$ cat config.mk
export PLATFORM = sky130hd
export DESIGN_NAME = mem_arbiter
export DESIGN_NICKNAME = d
export VERILOG_FILES = /design/src/rtl/mem_arbiter.sv
export SDC_FILE = /design/constraint.sdc
export NUM_CORES = 1
export LEC_CHECK = 0
export BUFFER_PORTS_ARGS = -buffer_cell sky130_fd_sc_hd__buf_2
export CAP_MARGIN = 0
export CORE_UTILIZATION = 46
export CTS_CLUSTER_SIZE = 14
export DETAILED_ROUTE_END_ITERATION = 10
export MAX_ROUTING_LAYER = met4
export PLACE_DENSITY = 0.81
export SYNTH_ARGS = -nofsm -noshare
export SYNTH_HDL_FRONTEND = slang
export SYNTH_SLANG_ARGS = --single-unit
$ cat constraint.sdc
create_clock -name clk -period 2.45 [get_ports clk]
set_input_delay 0.3675 -clock clk [delete_from_list [all_inputs] [get_ports clk]]
set_output_delay 0.3675 -clock clk [all_outputs]
set_load 0.02 [all_outputs]
$ cat src/rtl/mem_arbiter.sv
// Two-port (fetch / load-store) arbiter onto a single memory port, one transaction
// in flight, round-robin on ties, with a per-transaction response timeout.
//
// state | meaning
// IDLE  | pick a winner, accept one request
// REQ   | drive the latched request to memory until mem_req_ready
// WAIT  | request issued, waiting for mem_resp_valid
// RESP  | one-cycle response pulse to the owner
module mem_arbiter #(
    parameter int unsigned TIMEOUT = 255
) (
    input  logic        clk,
    input  logic        rst,
    input  logic        ifu_req_valid,
    output logic        ifu_req_ready,
    input  logic [31:0] ifu_addr,
    output logic        ifu_resp_valid,
    output logic [31:0] ifu_rdata,
    output logic        ifu_resp_err,
    input  logic        lsu_req_valid,
    output logic        lsu_req_ready,
    input  logic [31:0] lsu_addr,
    input  logic        lsu_wen,
    input  logic [31:0] lsu_wdata,
    input  logic [3:0]  lsu_wmask,
    output logic        lsu_resp_valid,
    output logic [31:0] lsu_rdata,
    output logic        lsu_resp_err,
    output logic        mem_req_valid,
    input  logic        mem_req_ready,
    output logic [31:0] mem_addr,
    output logic        mem_wen,
    output logic [31:0] mem_wdata,
    output logic [3:0]  mem_wmask,
    input  logic        mem_resp_valid,
    input  logic [31:0] mem_rdata
);

    typedef enum logic [1:0] {IDLE, REQ, WAIT, RESP} state_t;

    localparam logic [7:0] TMO = 8'(TIMEOUT);

    state_t      state, state_nxt;
    logic        owner_lsu, last_lsu;
    logic [31:0] addr_q, wdata_q, rdata_q;
    logic        wen_q, err_q;
    logic [3:0]  wmask_q;
    logic [7:0]  cnt, cnt_inc;
    logic        grant_ifu, grant_lsu, accept_ifu, accept_lsu;
    logic        capture, tmo_hit, active;

    always_comb begin
        grant_ifu  = ifu_req_valid && (!lsu_req_valid || last_lsu);
        grant_lsu  = lsu_req_valid && (!ifu_req_valid || !last_lsu);
        accept_ifu = (state == IDLE) && grant_ifu;
        accept_lsu = (state == IDLE) && grant_lsu;
        active     = (state == REQ) || (state == WAIT);
        // cnt_inc counts the current cycle, so the timeout fires in the TIMEOUT-th REQ/WAIT cycle
        cnt_inc    = (cnt == 8'hFF) ? cnt : cnt + 8'd1;
        tmo_hit    = active && (cnt_inc == TMO);
        capture    = ((state == REQ) && mem_req_ready && mem_resp_valid) ||
                     ((state == WAIT) && mem_resp_valid);
    end

    always_comb begin
        state_nxt = state;
        case (state)
            IDLE: if (accept_ifu || accept_lsu) state_nxt = REQ;
            REQ: begin
                if (capture || tmo_hit) state_nxt = RESP;
                else if (mem_req_ready) state_nxt = WAIT;
            end
            WAIT: if (capture || tmo_hit) state_nxt = RESP;
            RESP: state_nxt = IDLE;
            default: state_nxt = IDLE;
        endcase
    end

    always_ff @(posedge clk) begin
        if (rst) begin
            state     <= IDLE;
            owner_lsu <= 1'b0;
            last_lsu  <= 1'b1;
            addr_q    <= '0;
            wdata_q   <= '0;
            wmask_q   <= '0;
            wen_q     <= 1'b0;
            rdata_q   <= '0;
            err_q     <= 1'b0;
            cnt       <= '0;
        end else begin
            state <= state_nxt;
            if (accept_ifu) begin
                addr_q    <= ifu_addr;
                wen_q     <= 1'b0;
                wdata_q   <= '0;
                wmask_q   <= 4'b0000;
                owner_lsu <= 1'b0;
                last_lsu  <= 1'b0;
                cnt       <= '0;
            end else if (accept_lsu) begin
                addr_q    <= lsu_addr;
                wen_q     <= lsu_wen;
                wdata_q   <= lsu_wdata;
                wmask_q   <= lsu_wmask;
                owner_lsu <= 1'b1;
                last_lsu  <= 1'b1;
                cnt       <= '0;
            end else if (active) begin
                cnt <= cnt_inc;
            end
            // a response arriving in the timeout cycle still counts as a good response
            if (capture) begin
                rdata_q <= mem_rdata;
                err_q   <= 1'b0;
            end else if (tmo_hit) begin
                rdata_q <= '0;
                err_q   <= 1'b1;
            end
        end
    end

    always_comb begin
        ifu_req_ready  = 1'b0;
        lsu_req_ready  = 1'b0;
        ifu_resp_valid = 1'b0;
        ifu_rdata      = '0;
        ifu_resp_err   = 1'b0;
        lsu_resp_valid = 1'b0;
        lsu_rdata      = '0;
        lsu_resp_err   = 1'b0;
        mem_req_valid  = 1'b0;
        mem_addr       = '0;
        mem_wen        = 1'b0;
        mem_wdata      = '0;
        mem_wmask      = '0;
        if (!rst) begin
            case (state)
                IDLE: begin
                    ifu_req_ready = grant_ifu;
                    lsu_req_ready = grant_lsu;
                end
                REQ: begin
                    mem_req_valid = 1'b1;
                    mem_addr      = addr_q;
                    mem_wen       = wen_q;
                    mem_wdata     = wdata_q;
                    mem_wmask     = wmask_q;
                end
                RESP: begin
                    if (owner_lsu) begin
                        lsu_resp_valid = 1'b1;
                        lsu_rdata      = rdata_q;
                        lsu_resp_err   = err_q;
                    end else begin
                        ifu_resp_valid = 1'b1;
                        ifu_rdata      = rdata_q;
                        ifu_resp_err   = err_q;
                    end
                end
                default: ;
            endcase
        end
    end

endmodule

# After elaboration in Yosys (flattened, before gate mapping)
# Index checks and enable logic that the tools add are counted.
# W data, S select, Z words.
classes:
  n_addsub: 1
  eq_ne: 8
  mux: 44
  n_reduce_logical: 24
ops:
  columns: ["op", "count"]
  rows:
  - ["$mux W32", 14]
  - ["$mux W1", 22]
  - ["$eq A8 B8 Y1 const B", 2]
  - ["$add A8 B1 Y8 const B", 1]
  - ["$logic_and A1 B1 Y1", 8]
  - ["$mux W2", 4]
  - ["$mux W4", 2]
  - ["$mux W8", 1]
  - ["$pmux W2 S4", 1]
  - ["$logic_or A1 B1 Y1", 6]
  - ["$eq A2 B2 Y1 const B", 2]
  - ["$ne A2 B1 Y1 const B", 2]
  - ["$reduce_bool A2 Y1", 2]
  - ["$reduce_or A2 Y1", 2]
  - ["$logic_not A1 Y1", 3]
  - ["$ne A3 B2 Y1 const B", 1]
  - ["$reduce_and A3 Y1", 1]
  - ["$reduce_or A3 Y1", 1]
  - ["$eq A2 B1 Y1 const B", 1]
  - ["$logic_not A2 Y1", 1]
totals:
  reg_bits: 114
  output_inout_bits: 140
  elab_cells: 87

# Depth between registers and ports, before layout
depth:
  word_depth: 7
  depth_mapped: 9
  mapped_depth_nobuf: 7

# Worst setup path after synthesis
# Ideal clock, no wire load.
synth_timing:
  path_kind: "register to register"
  startpoint: "register cnt[0]"
  endpoint: "register rdata_q[21]"
  t_arrival_ps: 1856
  t_required_ps: 2316
  path_slack_ps: 460
  path_stages_with_launch: 10
  period_less_slack_ps: 1990
  path_cell_list: "dfxtp_1 > ha_1 > buf_4 > and4_4 > nand3_1 > a2111o_1 > buf_2 > buf_2 > o211ai_1 > a21oi_1"
synth_via:
  elab_chain_cells: 5
  elab_cells_between_ends: 6
  cone_classes: "1 x add/sub; 2 x eq/ne; 1 x mux; 2 x reduce/logical"
synth_rtl:
  columns: ["element", "line_no", "rtl"]
  rows:
  - ["start: declaration", "48", "logic [7:0] cnt, cnt_inc;"]
  - ["start signal: assignment", "110", "cnt <= cnt_inc;"]
  - ["$add A8 B1 Y8 or $eq A8 B8 Y1 (tied branches)", "59", "cnt_inc = (cnt == 8'hFF) ? cnt : cnt + 8'd1;"]
  - ["$mux W8 *", "59", null]
  - ["$eq A8 B8 Y1 *", "60", "tmo_hit = active && (cnt_inc == TMO);"]
  - ["$logic_and A1 B1 Y1 *", "60", null]
  - ["$reduce_bool A2 Y1 (no line) *", null, null]
  - ["end signal: assignment", "114", "rdata_q <= mem_rdata;"]
  - ["end: declaration", "45", "logic [31:0] addr_q, wdata_q, rdata_q;"]
# Every way passes the cells marked *; elsewhere a longest branch is shown, timed or not.
# A chain may end at the register's enable or synchronous reset.

# Final worst setup path
layout_timing:
  startpoint: "register cnt[1]"
  endpoint: "register rdata_q[18]"
# Same word-level chain as after synthesis.

==> impl_metrics.ini <==
[timing]
finalCriticalPeriod_ns = 2.277
drv_slew = 0
clock.fmax_mhz = 439.2
min_period_over_period_pct = 92.92
worst_slack_ns = 0.1734
setup_tns_ns = 0
skew_ns = 0.006904
tightestPinTransition_ns = 0.4015
hold_viol_final = 0
relSlewSlack_pct = 73.24
rsz0062_at_grt = no
finalSetupViolations = 0

[worst_hold_path]
whs_path_depth = 3
min_path_type = in -> reg

[power_and_ir_drop]
power.internal_uw = 4843
p_sw_uw = 2099
p_leak_uw = 0.003692
finalPower_uw = 6942
pwr-share-comb_pct = 25.1
seqPwrFrac_pct = 34.9
switching_share_pct = 30.24
p_clk_share_pct = 40.0
p_per_area_nw_per_um2 = 885.6
ir_worst_vdd_v = 0.0005970

[place]
gp_congestion = 0.8615
portBuffers = 278
hpwlAfterDp_mm = 11.24
pre_cts_ws_ns = 0.2163

[logic_synthesis]
synth_xor_area_share_pct = 0.3133
synth_edf_count = 0
synth_common_cells = nand2_1, and2_1, dfxtp_1
ys_warn_count = 0
synthFlopType = dfxtp_1
synth_top_family_by_area = simple AND/OR/NAND/NOR gates
post_synth_and_or_nand_nor_area_fraction_pct = 33.43
synth_area_leader_cell = dfxtp_1
synth-compound-area-share_pct = 18.35
yosysMostFrequentCell = nand2_1
synth_fa_ha_area_share_pct = 1.298
avgSynthCellArea_sq_um = 7.556
async_flop_share_pct = 0
synth.area.mux_share_pct = 0.7160
seq_area_frac_synth_pct = 40.81
ys_ff_latch = 114
syn_inst = 740
syn_area_sq_um = 5592
syn_nets = 884
ys_top_cells_by_area = dfxtp_1, and2_1, nand2_1
synth.distinct_cells = 40
synth_top_area_share_pct = 40.81

[routing]
vias = 5936
firstDrtPassIters = 8
ant_nets = 0
drc = 20
wirelength_mm = 15.95
wl_per_cell_microns = 13.87
first_iter_violations = 400
vias_per_cell = 5.162

[clock_tree]
clockBufferDepth = 2
cts_setup_buffers = 0
clock-sinks = 114
numCtsBuffers = 17
cts.clk_slew.worst_paths_ns = 0.05
htreeDepth = 4
cts_tree = built
clkLatencyLatePin_ns = 0.41
root_buffer = clkbuf_16

[setup_path]
crit_type = reg -> reg
worstPathArrival_ns = 2.55
cp.required_ns = 2.72
crit_fanout = 29
worstSetupStartpointType = flop
end_kind = flop
reg2reg_depth = 7

[cells_and_area]
multi_input_area_sq_um = 3064
nNetsFinal = 1137
regArea_sq_um = 2282
drive_gt1_share_pct = 33.63
area_growth_pct = 40.19
num-fill-cells = 988

[floorplanning]
dieArea_sq_um = 12600
die_y_microns = 112.3
dieWidth_microns = 112.3
row_count = 39
fp.coreArea_sq_um = 11610
initial_core_util_pct = 48.15
ios = 279

[status]
status = finished, violations left
violations = design-rule violations

[global_route]
grt_max_degree = 73
antenna_found_initial = 2
grt_pass1_vias = 5497
grt_overflow = 0
grt_use_total_pct = 26.21
grt_pass1_wl_mm = 25.70

[flow_run]
cap_violations = 0
state kept, by name, summed over array words and instances, names as in the netlist, 2 cells and up:
| register | cells |
|---|---|
| rdata_q | 32 |
| wmask_q | 4 |
| addr_q | 32 |
| state | 2 |
| wdata_q | 32 |
| cnt | 8 |
worst paths after layout:
kind,start,to,slack [ns]
setup / recovery,cnt[1],rdata_q[18],0.17
hold / removal,lsu_wdata[20],wdata_q[20],0.19
setup reg to reg,cnt[1],rdata_q[18],0.17
hold reg to reg,wmask_q[2],wmask_q[2],0.45
power by group through the flow:
stage               clock (uW)  sequential, uW  combinational, uW
floorplan                    0            2400               1170
global placement             0            2450               1710
detailed placement           0            2460               1730
CTS                       2810            2420               1740
global route              2910            2480               1930
finish                    2780            2420               1740
critical path, stage by stage, from the launching register on:
cell and delay, ns:
dfxtp_1 0.40, ha_1 0.36, and4_4 0.29, nand3_1 0.08, a2111o_1 0.51, buf_12 0.22
o211ai_1 0.18, a21oi_1 0.10
what timing repair did:
item | 4_1_cts | 5_1_grt
endpoints found under the setup margin | 0 | 1
hold buffers | 0 | 0
gates resized for setup | 0 | 1
logic make-up after synthesis:
group,count (synthesis)
simple gates,386
mux,4
xor+xnor,2
flops,114
fa+ha+maj,6
compound gates,156
buf+inv,72
metrics by stage:
| step | instance area [sq um] | utilization, % | cells | hold slack [ns] |
|---|---|---|---|---|
| 4_1_cts | 7828 | 67.40 | 1148 | 0.1738 |
| 3_3_place_gp | 7161 | 61.66 | 1117 | 0.4375 |
| 5_1_grt | 7839 | 67.50 | 1150 | 0.1830 |
| 2_1_floorplan | 5592 | - | 740 | 0.4317 |
| 6_report | 7839 | 67.50 | 1150 | 0.1873 |
| 3_5_place_dp | 7161 | 61.66 | 1117 | 0.4418 |
per-layer routing:
layer  share of wire, %  vias to the layer above  GRT usage, %  routed length [microns]
li1                   -                     2988             -                        -
met1                 40                     2673         28.39                     6408
met2                 50                      248         44.55                     7909
met3                8.1                       27         7.505                     1295
met4                2.1                        0         11.91                      332
met5                  0                        -             -                        0
cell type report:
class                      count  area share, %
timing repair buffer         300          20.65
sequential                   114          29.11
inverter                       6         0.2873
antenna                        2        0.06385
clock inverter                 9          2.586
multi-input combinational    554          39.09
clock buffer                  22          5.922
tap                          143          2.283
layout by cell type, fill, tap and decap left out, types with 4 or more instances in the layout:
cell type and count:
bufinv_16 6, buf_2 278, nand2b_1 5, nand3_1 5
o211ai_1 32, buf_4 17, dfxtp_1 114, nand4_1 4
a311oi_1 32, a21oi_1 73, nor2_1 44, ha_1 5
and2_1 137, nand2_1 176, buf_12 5, mux2i_1 4
clkbuf_16 17, inv_1 6, o21ai_0 4
Power figures use the tool's default switching activity.
